**config.mk**
```make
export PLATFORM = sky130hd
export DESIGN_NAME = binary_game_input_ctrl
export DESIGN_NICKNAME = d
export VERILOG_FILES = /design/src/rtl/binary_game_input_ctrl.sv
export SDC_FILE = /design/constraint.sdc
export NUM_CORES = 1
export LEC_CHECK = 0
export ABC_AREA = 1
export ABC_CLOCK_PERIOD_IN_PS = 4600
export CORE_MARGIN = 3
export CORE_UTILIZATION = 40
export CTS_CLUSTER_SIZE = 20
export DETAILED_ROUTE_END_ITERATION = 8
export HOLD_SLACK_MARGIN = 0.05
export SETUP_SLACK_MARGIN = 0.3
export SYNTH_ARGS = -nofsm -noshare
export SYNTH_HDL_FRONTEND = slang
export SYNTH_SLANG_ARGS = --single-unit
```
**constraint.sdc**
```tcl
create_clock -name Clk -period 4.6 [get_ports Clk]
set_input_delay 1.15 -clock Clk [delete_from_list [all_inputs] [get_ports Clk]]
set_output_delay 1.15 -clock Clk [all_outputs]
set_load 0.02 [all_outputs]
```
**src/rtl/binary_game_input_ctrl.sv**
```systemverilog
// binary_game_input_ctrl: sync + debounce of board buttons and switches
// feeding binary_game with clean one-cycle commands and a stable number.
//
// Ports:
//   Clk, Reset (async, active-low)
//   btnSelect/btnQuit/btnLeft/btnRight : raw buttons, active-high
//   sw[7:0]                            : raw slide switches
//   Select/Quit/selectLeft/selectRight : one-cycle command pulses
//   userNumber[7:0], numberChanged     : debounced switches + update pulse
// Optional: define AUTOREPEAT_EN for held Left/Right auto-repeat.

module binary_game_input_ctrl #(
  parameter int unsigned DEBOUNCE_CYCLES = 500000,
  parameter int unsigned CNT_W           = 20,
  parameter int unsigned REPEAT_CYCLES   = 12500000
) (
  input  logic       Clk,
  input  logic       Reset,
  input  logic       btnSelect,
  input  logic       btnQuit,
  input  logic       btnLeft,
  input  logic       btnRight,
  input  logic [7:0] sw,
  output logic       Select,
  output logic       Quit,
  output logic       selectLeft,
  output logic       selectRight,
  output logic [7:0] userNumber,
  output logic       numberChanged
);

  if (DEBOUNCE_CYCLES < 2 ||
      (DEBOUNCE_CYCLES >> CNT_W) != 0 ||
      REPEAT_CYCLES < 1) begin : g_bad_param
    $error("binary_game_input_ctrl: bad parameters");
  end

  localparam logic [CNT_W-1:0] CntMax =
    CNT_W'(DEBOUNCE_CYCLES - 1);

  typedef enum logic [1:0] {
    IDLE, ARMING, HELD, RELEASING
  } btn_state_e;

  // Buttons: 0 Select, 1 Quit, 2 Left, 3 Right; sw in [11:4]
  logic [11:0] meta_q, sync_q;
  logic [3:0]  btn_s;
  logic [7:0]  sw_s;

  always_ff @(posedge Clk or negedge Reset) begin
    if (!Reset) begin
      meta_q <= '0;
      sync_q <= '0;
    end else begin
      meta_q <= {sw, btnRight, btnLeft, btnQuit, btnSelect};
      sync_q <= meta_q;
    end
  end

  assign btn_s = sync_q[3:0];
  assign sw_s  = sync_q[11:4];

  btn_state_e       state_q [4];
  btn_state_e       state_d [4];
  logic [CNT_W-1:0] cnt_q   [4];
  logic [CNT_W-1:0] cnt_d   [4];
  logic [3:0]       press;

  // Reset lands in HELD so a button held through reset release must
  // first be seen released before it can arm again.
  always_ff @(posedge Clk or negedge Reset) begin
    if (!Reset) begin
      for (int i = 0; i < 4; i++) begin
        state_q[i] <= HELD;
        cnt_q[i]   <= '0;
      end
    end else begin
      for (int i = 0; i < 4; i++) begin
        state_q[i] <= state_d[i];
        cnt_q[i]   <= cnt_d[i];
      end
    end
  end

  always_comb begin
    for (int i = 0; i < 4; i++) begin
      state_d[i] = state_q[i];
      cnt_d[i]   = cnt_q[i];
      unique case (state_q[i])
        IDLE: begin
          if (btn_s[i]) begin
            state_d[i] = ARMING;
            cnt_d[i]   = '0;
          end
        end
        ARMING: begin
          if (!btn_s[i]) begin
            state_d[i] = IDLE;
          end else if (cnt_q[i] == CntMax) begin
            state_d[i] = HELD;
          end else begin
            cnt_d[i] = cnt_q[i] + 1'b1;
          end
        end
        HELD: begin
          if (!btn_s[i]) begin
            state_d[i] = RELEASING;
            cnt_d[i]   = '0;
          end
        end
        RELEASING: begin
          if (btn_s[i]) begin
            state_d[i] = HELD;
          end else if (cnt_q[i] == CntMax) begin
            state_d[i] = IDLE;
          end else begin
            cnt_d[i] = cnt_q[i] + 1'b1;
          end
        end
        default: state_d[i] = IDLE;
      endcase
    end
  end

  always_comb begin
    for (int i = 0; i < 4; i++) begin
      press[i] = (state_q[i] == ARMING) && btn_s[i] &&
                 (cnt_q[i] == CntMax);
    end
  end

  logic left_evt, right_evt;

`ifdef AUTOREPEAT_EN
  localparam int unsigned RPT_W = $clog2(REPEAT_CYCLES + 1);
  localparam logic [RPT_W-1:0] RptMax =
    RPT_W'(REPEAT_CYCLES - 1);

  logic [RPT_W-1:0] rpt_q [2];
  logic [RPT_W-1:0] rpt_d [2];
  logic [1:0]       rpt_on_q, rpt_on_d, rep;

  always_ff @(posedge Clk or negedge Reset) begin
    if (!Reset) begin
      rpt_q[0] <= '0;
      rpt_q[1] <= '0;
      rpt_on_q <= '0;
    end else begin
      rpt_q[0] <= rpt_d[0];
      rpt_q[1] <= rpt_d[1];
      rpt_on_q <= rpt_on_d;
    end
  end

  // rpt_on: only a HELD reached through an accepted press repeats
  always_comb begin
    for (int j = 0; j < 2; j++) begin
      rpt_d[j]    = '0;
      rpt_on_d[j] = 1'b0;
      rep[j]      = 1'b0;
      if (state_q[j+2] == HELD &&
          state_d[j+2] == HELD) begin
        rpt_on_d[j] = rpt_on_q[j];
        if (rpt_q[j] == RptMax) begin
          rep[j] = rpt_on_q[j];
        end else begin
          rpt_d[j] = rpt_q[j] + 1'b1;
        end
      end
      if (press[j+2]) begin
        rpt_on_d[j] = 1'b1;
      end
    end
  end

  assign left_evt  = press[2] | rep[0];
  assign right_evt = press[3] | rep[1];
`else
  assign left_evt  = press[2];
  assign right_evt = press[3];
`endif

  logic sel_q, quit_q, left_q, right_q;
  logic sel_d, quit_d, left_d, right_d;

  always_comb begin
    sel_d   = 1'b0;
    quit_d  = 1'b0;
    left_d  = 1'b0;
    right_d = 1'b0;
    unique case (1'b1)
      press[1]: quit_d = 1'b1;
      default: begin
        sel_d = press[0];
        if (left_evt != right_evt) begin
          left_d  = left_evt;
          right_d = right_evt;
        end
      end
    endcase
  end

  logic [7:0]       cand_q, cand_d;
  logic [CNT_W-1:0] swcnt_q, swcnt_d;
  logic [7:0]       num_q, num_d;
  logic             chg_q, chg_d;

  always_comb begin
    cand_d  = cand_q;
    swcnt_d = swcnt_q;
    num_d   = num_q;
    chg_d   = 1'b0;
    if (sw_s != cand_q) begin
      cand_d  = sw_s;
      swcnt_d = '0;
    end else if (swcnt_q != CntMax) begin
      swcnt_d = swcnt_q + 1'b1;
    end else if (cand_q != num_q) begin
      num_d = cand_q;
      chg_d = 1'b1;
    end
  end

  always_ff @(posedge Clk or negedge Reset) begin
    if (!Reset) begin
      sel_q   <= 1'b0;
      quit_q  <= 1'b0;
      left_q  <= 1'b0;
      right_q <= 1'b0;
      cand_q  <= '0;
      swcnt_q <= '0;
      num_q   <= '0;
      chg_q   <= 1'b0;
    end else begin
      sel_q   <= sel_d;
      quit_q  <= quit_d;
      left_q  <= left_d;
      right_q <= right_d;
      cand_q  <= cand_d;
      swcnt_q <= swcnt_d;
      num_q   <= num_d;
      chg_q   <= chg_d;
    end
  end

  assign Select        = sel_q;
  assign Quit          = quit_q;
  assign selectLeft    = left_q;
  assign selectRight   = right_q;
  assign userNumber    = num_q;
  assign numberChanged = chg_q;

endmodule

```
==> run summary, run 1 <==
Final Wtd Congestion = 0.9003
WHS Path Cells = 0
Post-Synth Simple-Gate Area = 0.3806
Syn avg cell area = 7.256 um^2
Util after Layout = 0.4584
Most common library cells after synthesis = nand2_1 (378), nor2_1 (180), dfrtp_1 (149)
Clk_lat worst skew = 0.42 ns
GRT overflow = 0
TritonCTS clock tree = built
Number of port buffers = 26
Crit path capture type = primary output
Post-CTS Hold Buffers = 0
Minimum clock period after layout = 2.588 ns
RSZ-0062 raised after global routing = false
Place WS = 2.356 ns
Post-DP HPWL = 13660 um
Die Span X = 153.9 um
Crit-path cells = clkdlybuf4s50_1
Post-synthesis net count = 1225
Root buf cell = clkbuf_16
I/O pins = 27
N_diodes = 0
Mapped Cells = 1206
Slew margin rel. = 0.3572
Clk buf depth = 2
First-pass GRT wire length = 33670 um
Synth unique cells = 38
Largest fanout on the critical path = 3
Drt first pass iters = 7
Vias per std cell = 4.879
Final WL = 19160 um
Drt drc = 0
Vias in the first global route = 7013
Multiplexer area fraction after synthesis = 0
Post-synth EDFFs = 0
Final hold violations = 0
Die H = 153.9 um
H-tree depth = 4
RR Startpoint = cnt_q[20]$_DFFE_PN0P_
Max-slew violation count = 0
P_leak = 4.124 nW
Synth top area cells = dfrtp_1 (43%), nand2_1 (16%), nor2_1 (7.7%), nand3_1 (6.5%), inv_1 (5.0%)
Reg clk slew, reported paths = 0.06 ns
Post-CTS sizing = 0
Final worst-path cycle share = 0.5625
Layout cells sized above 1 = 0.06650
Worst vdd ir = 210.4 uV
R2r endpoint = cnt_q[35]$_DFFE_PN0P_
Setup TNS = 0 ns
Nets = 1240
Mapped cell area = 8751 um^2
Full die area = 23690 um^2
Adder-cell share of the synthesized area = 0.007149
Delay-heaviest family, CP = buffers and inverters
Fill count = 2105
Largest family of logic cells by synthesized area = simple AND/OR/NAND/NOR gates
Core box area = 21290 um^2
P&R area growth vs syn = 11.51%
Register area share after synthesis = 0.4381
Startpoint class of the critical path = flip-flop
Final number of setup-violating endpoints = 0
Critical-path top delay cell = clkdlybuf4s50_1
Largest net degree at the start of global routing = 105
Initial DRC count = 455
Crit path setup slack, layout = 2.012 ns
Final Skew = 0.01003 ns
Cell area power density = 300.2 nW/um^2
Outcome = finished clean
Worst path buffer plus inverter count = 1
Kind of critical path = reg2out
Post-route ant nets = 0
Clock sink total = 153
Fmax achieved = 386.5 MHz
Num rows = 53
Total CTS buffers = 17
Reg2Reg Setup Slack = 2.63 ns
Most frequent cell after synthesis = nand2_1
Hold WC Path Type = reg2reg
Slowest cell delay on critical path = 0.62 ns
Global-route usage over all layers = 0.1697
Post-CTS Setup Bufs = 0
Ys async rst share = 1.000
Total number of vias = 7358
WL/cell = 12.71 um
Ys Warns = 0
Synth Register Bits = 153
Critical Path AT = 1.44 ns
Hold endpoint = sync_q[2]$_DFF_PN0_
Reg2Reg Depth = 8
Post-Synth XOR/XNOR Area = 0.03503
Area leader, netlist = dfrtp_1
Measured slew at the worst slew-check pin = 0.9642 ns
Max-cap violations = 0
Min-delay src = meta_q[2]$_DFF_PN0_
Synth Area in Compound Gates = 0.06091
Initial Util = 0.4111
CP required = 3.45 ns
Crit path launch = userNumber[0]$_DFFE_PN0P_
Top FF cell, synth = dfrtp_1
Number of antenna violations at the first check in global routing = 0
Yosys top cell area share = 0.4261
## registers in the layout, summed over array words and instances (netlist names), named ones only
signal         cells
cnt_q             80
swcnt_q           20
meta_q            12
sync_q            12
cand_q             8
userNumber         8
state_q            4
Quit               1
Select             1
numberChanged      1
selectLeft         1
selectRight        1
## how the worst max path moves through the flow
stage	end	slack, ns	cells past startpoint
2_1_floorplan	cnt_q[2]$_DFFE_PN0P_	2.99	9
3_3_place_gp	async pin	2.36	2
3_5_place_dp	async pin	2.36	2
4_1_cts	userNumber[3]	1.98	1
5_1_grt	userNumber[4]	1.96	1
6_report	userNumber[0]	2.01	1
## where the power goes
group	internal [mW]	switching (mW)	leakage [nW]	total, mW
logic	0.0406	0.0840	1.81	0.125
clock network	0.810	0.581	0.287	1.39
registers	1.37	0.0400	2.03	1.41
total	2.22	0.705	4.12	2.93
## layout make-up
cell class	count	area, um^2	share of cell area
Multi-Input combinational cell	900	4233	0.4338
Sequential cell	153	3834	0.3929
Clock buffer	21	480.5	0.04924
Inverter	122	478.0	0.04898
Tap cell	275	344.1	0.03526
Timing Repair Buffer	27	281.5	0.02885
Clock inverter	10	107.6	0.01103
## per-stage QoR
step / hold WS [ns] / total power, mW / std cells / area, um^2
6_report: 0.3486 / 2.929 / 1508 / 9758
2_1_floorplan: 0.3312 / 1.511 / 1206 / 8751
3_3_place_gp: 0.3333 / 1.565 / 1477 / 9170
4_1_cts: 0.3511 / 2.978 / 1508 / 9758
5_1_grt: 0.3562 / 3.049 / 1508 / 9758
3_5_place_dp: 0.3358 / 1.567 / 1477 / 9170
## per-layer routing
layer	vias to the layer above	track usage	wire (um)
met5	-	0	0
met4	0	0.05383	319
met3	27	0.03040	455
met2	86	0.2734	8955
met1	3376	0.2335	9431
li1	3869	-	-
## cell families (layout without fill, tap and decap cells)
family,count (synthesis),in the layout
adders and majority gates,5,5
AOI/OAI and AO/OA,96,96
xor gates and xnor gates,35,35
and+or+nand+nor,764,764
DFF,153,153
buffers and inverters,153,180
## worst register-to-register path, delay by kind of cell (launching register included)
family          cells  cell delay, ns
buf+inv             1            0.21
compound gates      1            0.15
fa+ha+maj           1            0.32
flops               1            0.43
simple gates        5            0.72
## cell usage in the layout, fill, tap and decap left out
cell | netlist | final
o21ai_0 | 45 | 45
nand2_1 | 378 | 378
xor2_1 | 20 | 20
nand3_1 | 114 | 114
inv_8 | 1 | 1
nor2_2 | 5 | 5
nor2_8 | 1 | 1
xnor2_1 | 15 | 15
nand3b_1 | 6 | 6
clkdlybuf4s50_1 | 0 | 25
nand4_1 | 40 | 40
inv_4 | 1 | 1
nor2_1 | 180 | 180
nand4_2 | 2 | 2
clkinv_4 | 0 | 4
bufinv_16 | 0 | 1
nand2_2 | 5 | 5
inv_1 | 116 | 116
nor3_1 | 8 | 8
o21ai_2 | 10 | 10
nand3_2 | 3 | 3
clkbuf_8 | 0 | 4
a21oi_1 | 9 | 9
buf_6 | 8 | 1
or2_2 | 2 | 2
o21bai_1 | 5 | 5
ha_1 | 5 | 5
nor2_4 | 11 | 11
a31oi_1 | 2 | 2
buf_12 | 1 | 1
o21ai_1 | 25 | 25
and2_1 | 7 | 7
inv_2 | 2 | 2
clkbuf_16 | 0 | 17
dfrtp_1 | 149 | 149
clkinvlp_4 | 0 | 1
and3_1 | 2 | 2
inv_6 | 2 | 6
dfstp_2 | 4 | 4
No activity file was read; power rests on OpenSTA's default activity.
==> run 2, diff against run 1 <==
--- a/config.mk
+++ b/config.mk
@@ -6,7 +6,7 @@
 export NUM_CORES = 1
 export LEC_CHECK = 0
 export ABC_AREA = 1
-export ABC_CLOCK_PERIOD_IN_PS = 4600
+export ABC_CLOCK_PERIOD_IN_PS = 2200
 export CORE_MARGIN = 3
 export CORE_UTILIZATION = 40
 export CTS_CLUSTER_SIZE = 20
==> constraint.sdc (replaced) <==
create_clock -name Clk -period 2.2 [get_ports Clk]
set_input_delay 0.55 -clock Clk [delete_from_list [all_inputs] [get_ports Clk]]
set_output_delay 0.55 -clock Clk [all_outputs]
set_load 0.02 [all_outputs]
==> run summary, run 2 (synthesized netlist as in run 1, its figures left out) <==
Final WL = 19860 um (+3.7%)
Post-route ant nets = 0 (unchanged)
Number of antenna violations at the first check in global routing = 0 (unchanged)
Cell area power density = 617.5 nW/um^2 (+110%)
Die Span X = 153.9 um (unchanged)
RR Startpoint = cnt_q[40]$_DFFE_PN0P_
R2r endpoint = cnt_q[55]$_DFFE_PN0P_
Final Wtd Congestion = 0.8787 (-2.4%)
Crit path capture type = primary output
Slew margin rel. = 0.7255 (+0.3682)
Stages on worst setup path = 1 (unchanged)
Largest fanout on the critical path = 3 (unchanged)
Reg clk slew, reported paths = 0.07 ns (about the same)
Most frequent cells in the layout = nand2_1 (378), nor2_1 (179), dfrtp_1 (148), inv_1 (116), nand3_1 (114)
Outcome = finished clean
First-pass GRT wire length = 34400 um (+2.2%)
Hold endpoint = sync_q[5]$_DFF_PN0_
H-tree depth = 4 (unchanged)
Final Skew = 0.01095 ns (+0.0009123 ns)
Combinational share of power = 0.049 (+0.006)
Nets = 1265 (+2.0%)
WL/cell = 12.95 um (+1.9%)
Full die area = 23690 um^2 (unchanged)
GRT overflow = 0 (unchanged)
Largest registers = cnt_q: 80 flops, swcnt_q: 20 flops
Drt first pass iters = 5 (-2)
Sw frac = 0.2685 (+0.02794)
Clk_lat worst skew = 0.43 ns (about the same)
Measured slew at the worst slew-check pin = 0.4118 ns (-0.5524 ns)
WHS Path Cells = 0 (unchanged)
Min-delay src = meta_q[5]$_DFF_PN0_
Post-route cell area = 10000 um^2 (+2.5%)
Critical-path top delay cell = dfrtp_1
Crit-path cells = dlygate4sd2_1
TritonCTS clock tree = built
Initial Util = 0.4111 (unchanged)
Placed cells = 1486 (+0.61%)
Worst vdd ir = 441.4 uV (+110%)
Reg2Reg Depth = 8 (unchanged)
Global-route usage over all layers = 0.1743 (+0.004613)
Sequential power share = 0.477 (-0.006)
Root buf cell = clkbuf_16
Final number of setup-violating endpoints = 0 (unchanged)
Post-DP HPWL = 14350 um (+5.1%)
Most common cell after layout, fill and taps aside = nand2_1
Initial DRC count = 452 (-0.66%)
Top reg by flops = cnt_q
CP required = 1.65 ns (-1.80 ns)
Final worst-path cycle share = 0.7894
Critical Path AT = 1.19 ns (-0.25 ns)
RSZ-0062 raised after global routing = true
Num rows = 53 (unchanged)
Hold WC Path Type = reg2reg
Vias in the first global route = 7032 (+0.27%)
Max FFs per register = 80 (unchanged)
Switching power = 1.658 mW (+140%)
Kind of critical path = reg2out
Delay-heaviest family, CP = flip-flops
Power share of the clock group = 0.474 (about the same)
Placed Instance Area = 9250 um^2 (+0.87%)
Total number of vias = 7495 (+1.9%)
Largest net degree at the start of global routing = 40 (-62%)
Clk buf depth = 2 (unchanged)
Fmax achieved = 575.8 MHz
Hold slack final = 0.3512 ns (+0.002650 ns)
Finished Layout Cells = 1534 (+1.7%)
Max-cap violations = 0 (unchanged)
Total CTS buffers = 17 (unchanged)
Vias per std cell = 4.886 (+0.14%)
I/O pins = 27 (unchanged)
Layout cells sized above 1 = 0.08975 (+0.02325)
Startpoint class of the critical path = flip-flop
Int Power = 4.517 mW (+100%)
Reg2Reg Setup Slack = 0.47 ns (-2.16 ns)
Minimum clock period after layout = 1.737 ns
Core box area = 21290 um^2 (unchanged)
N_diodes = 0 (unchanged)
Max-slew violation count = 0 (unchanged)
P&R area growth vs syn = 14.27%
Slowest cell delay on critical path = 0.39 ns (-0.23 ns)
P_leak = 4.313 nW (+4.6%)
Number of port buffers = 26 (unchanged)
Fill count = 2090 (-0.71%)
Drt drc = 0 (unchanged)
Worst path buffer plus inverter count = 1 (unchanged)
Tot Pwr = 6.175 mW (+110%)
Final hold violations = 0 (unchanged)
Clock sink total = 153 (unchanged)
Die H = 153.9 um (unchanged)
Setup TNS = 0 ns (unchanged)
[run 2: worst max path at each step]
stage                              startpoint               endpoint  slack (ns)
floorplan                cnt_q[0]$_DFFE_PN0P_   cnt_q[2]$_DFFE_PN0P_        0.59
global placement        cnt_q[40]$_DFFE_PN0P_  cnt_q[55]$_DFFE_PN0P_        0.39
detailed placement      cnt_q[40]$_DFFE_PN0P_  cnt_q[55]$_DFFE_PN0P_        0.33
CTS                     cnt_q[40]$_DFFE_PN0P_  cnt_q[55]$_DFFE_PN0P_        0.33
global route            cnt_q[20]$_DFFE_PN0P_  cnt_q[34]$_DFFE_PN0P_        0.29
finish              userNumber[6]$_DFFE_PN0P_          userNumber[6]        0.46
[run 2: stage by stage]
step           utilization  setup WS [ns]
2_1_floorplan            -         0.5851
3_3_place_gp        0.4346         0.3878
3_5_place_dp        0.4346         0.3333
4_1_cts             0.4625         0.3315
5_1_grt             0.4698         0.2907
6_report            0.4698         0.4633
[run 2: what timing repair did]
| action | 4_1_cts | 5_1_grt |
|---|---|---|
| endpoints found under the hold margin | 33 | 0 |
| pin swaps | 0 | 4 |
| buffers inserted | 0 | 15 |
| hold buffers | 1 | 0 |
| setup endpoints to repair | 13 | 73 |
| gates resized for setup | 13 | 12 |
[run 2: area by class of cell]
class                      count  area, um^2  share of cell area
clock inverter                15       176.4             0.01764
tap                          275       344.1             0.03441
clock buffer                  17       425.4             0.04254
multi-input combinational    900        4270              0.4271
timing repair buffer          52       467.9             0.04680
sequential                   153        3835              0.3835
inverter                     122       480.5             0.04805
[run 2: layer usage]
layer / vias up / share of wire / GRT usage
li1: 3916 / - / -
met1: 3433 / 0.48 / 0.2400
met2: 124 / 0.47 / 0.2837
met3: 22 / 0.034 / 0.03687
met4: 0 / 0.011 / 0.04079
met5: - / 0 / 0
[run 2: power groups by stage]
stage	combinational (mW)	sequential [mW]	clock, mW
floorplan	0.190	2.97	0
global placement	0.289	2.99	0
detailed placement	0.292	2.99	0
CTS	0.295	2.94	3.02
global route	0.349	2.95	3.14
finish	0.305	2.94	2.93
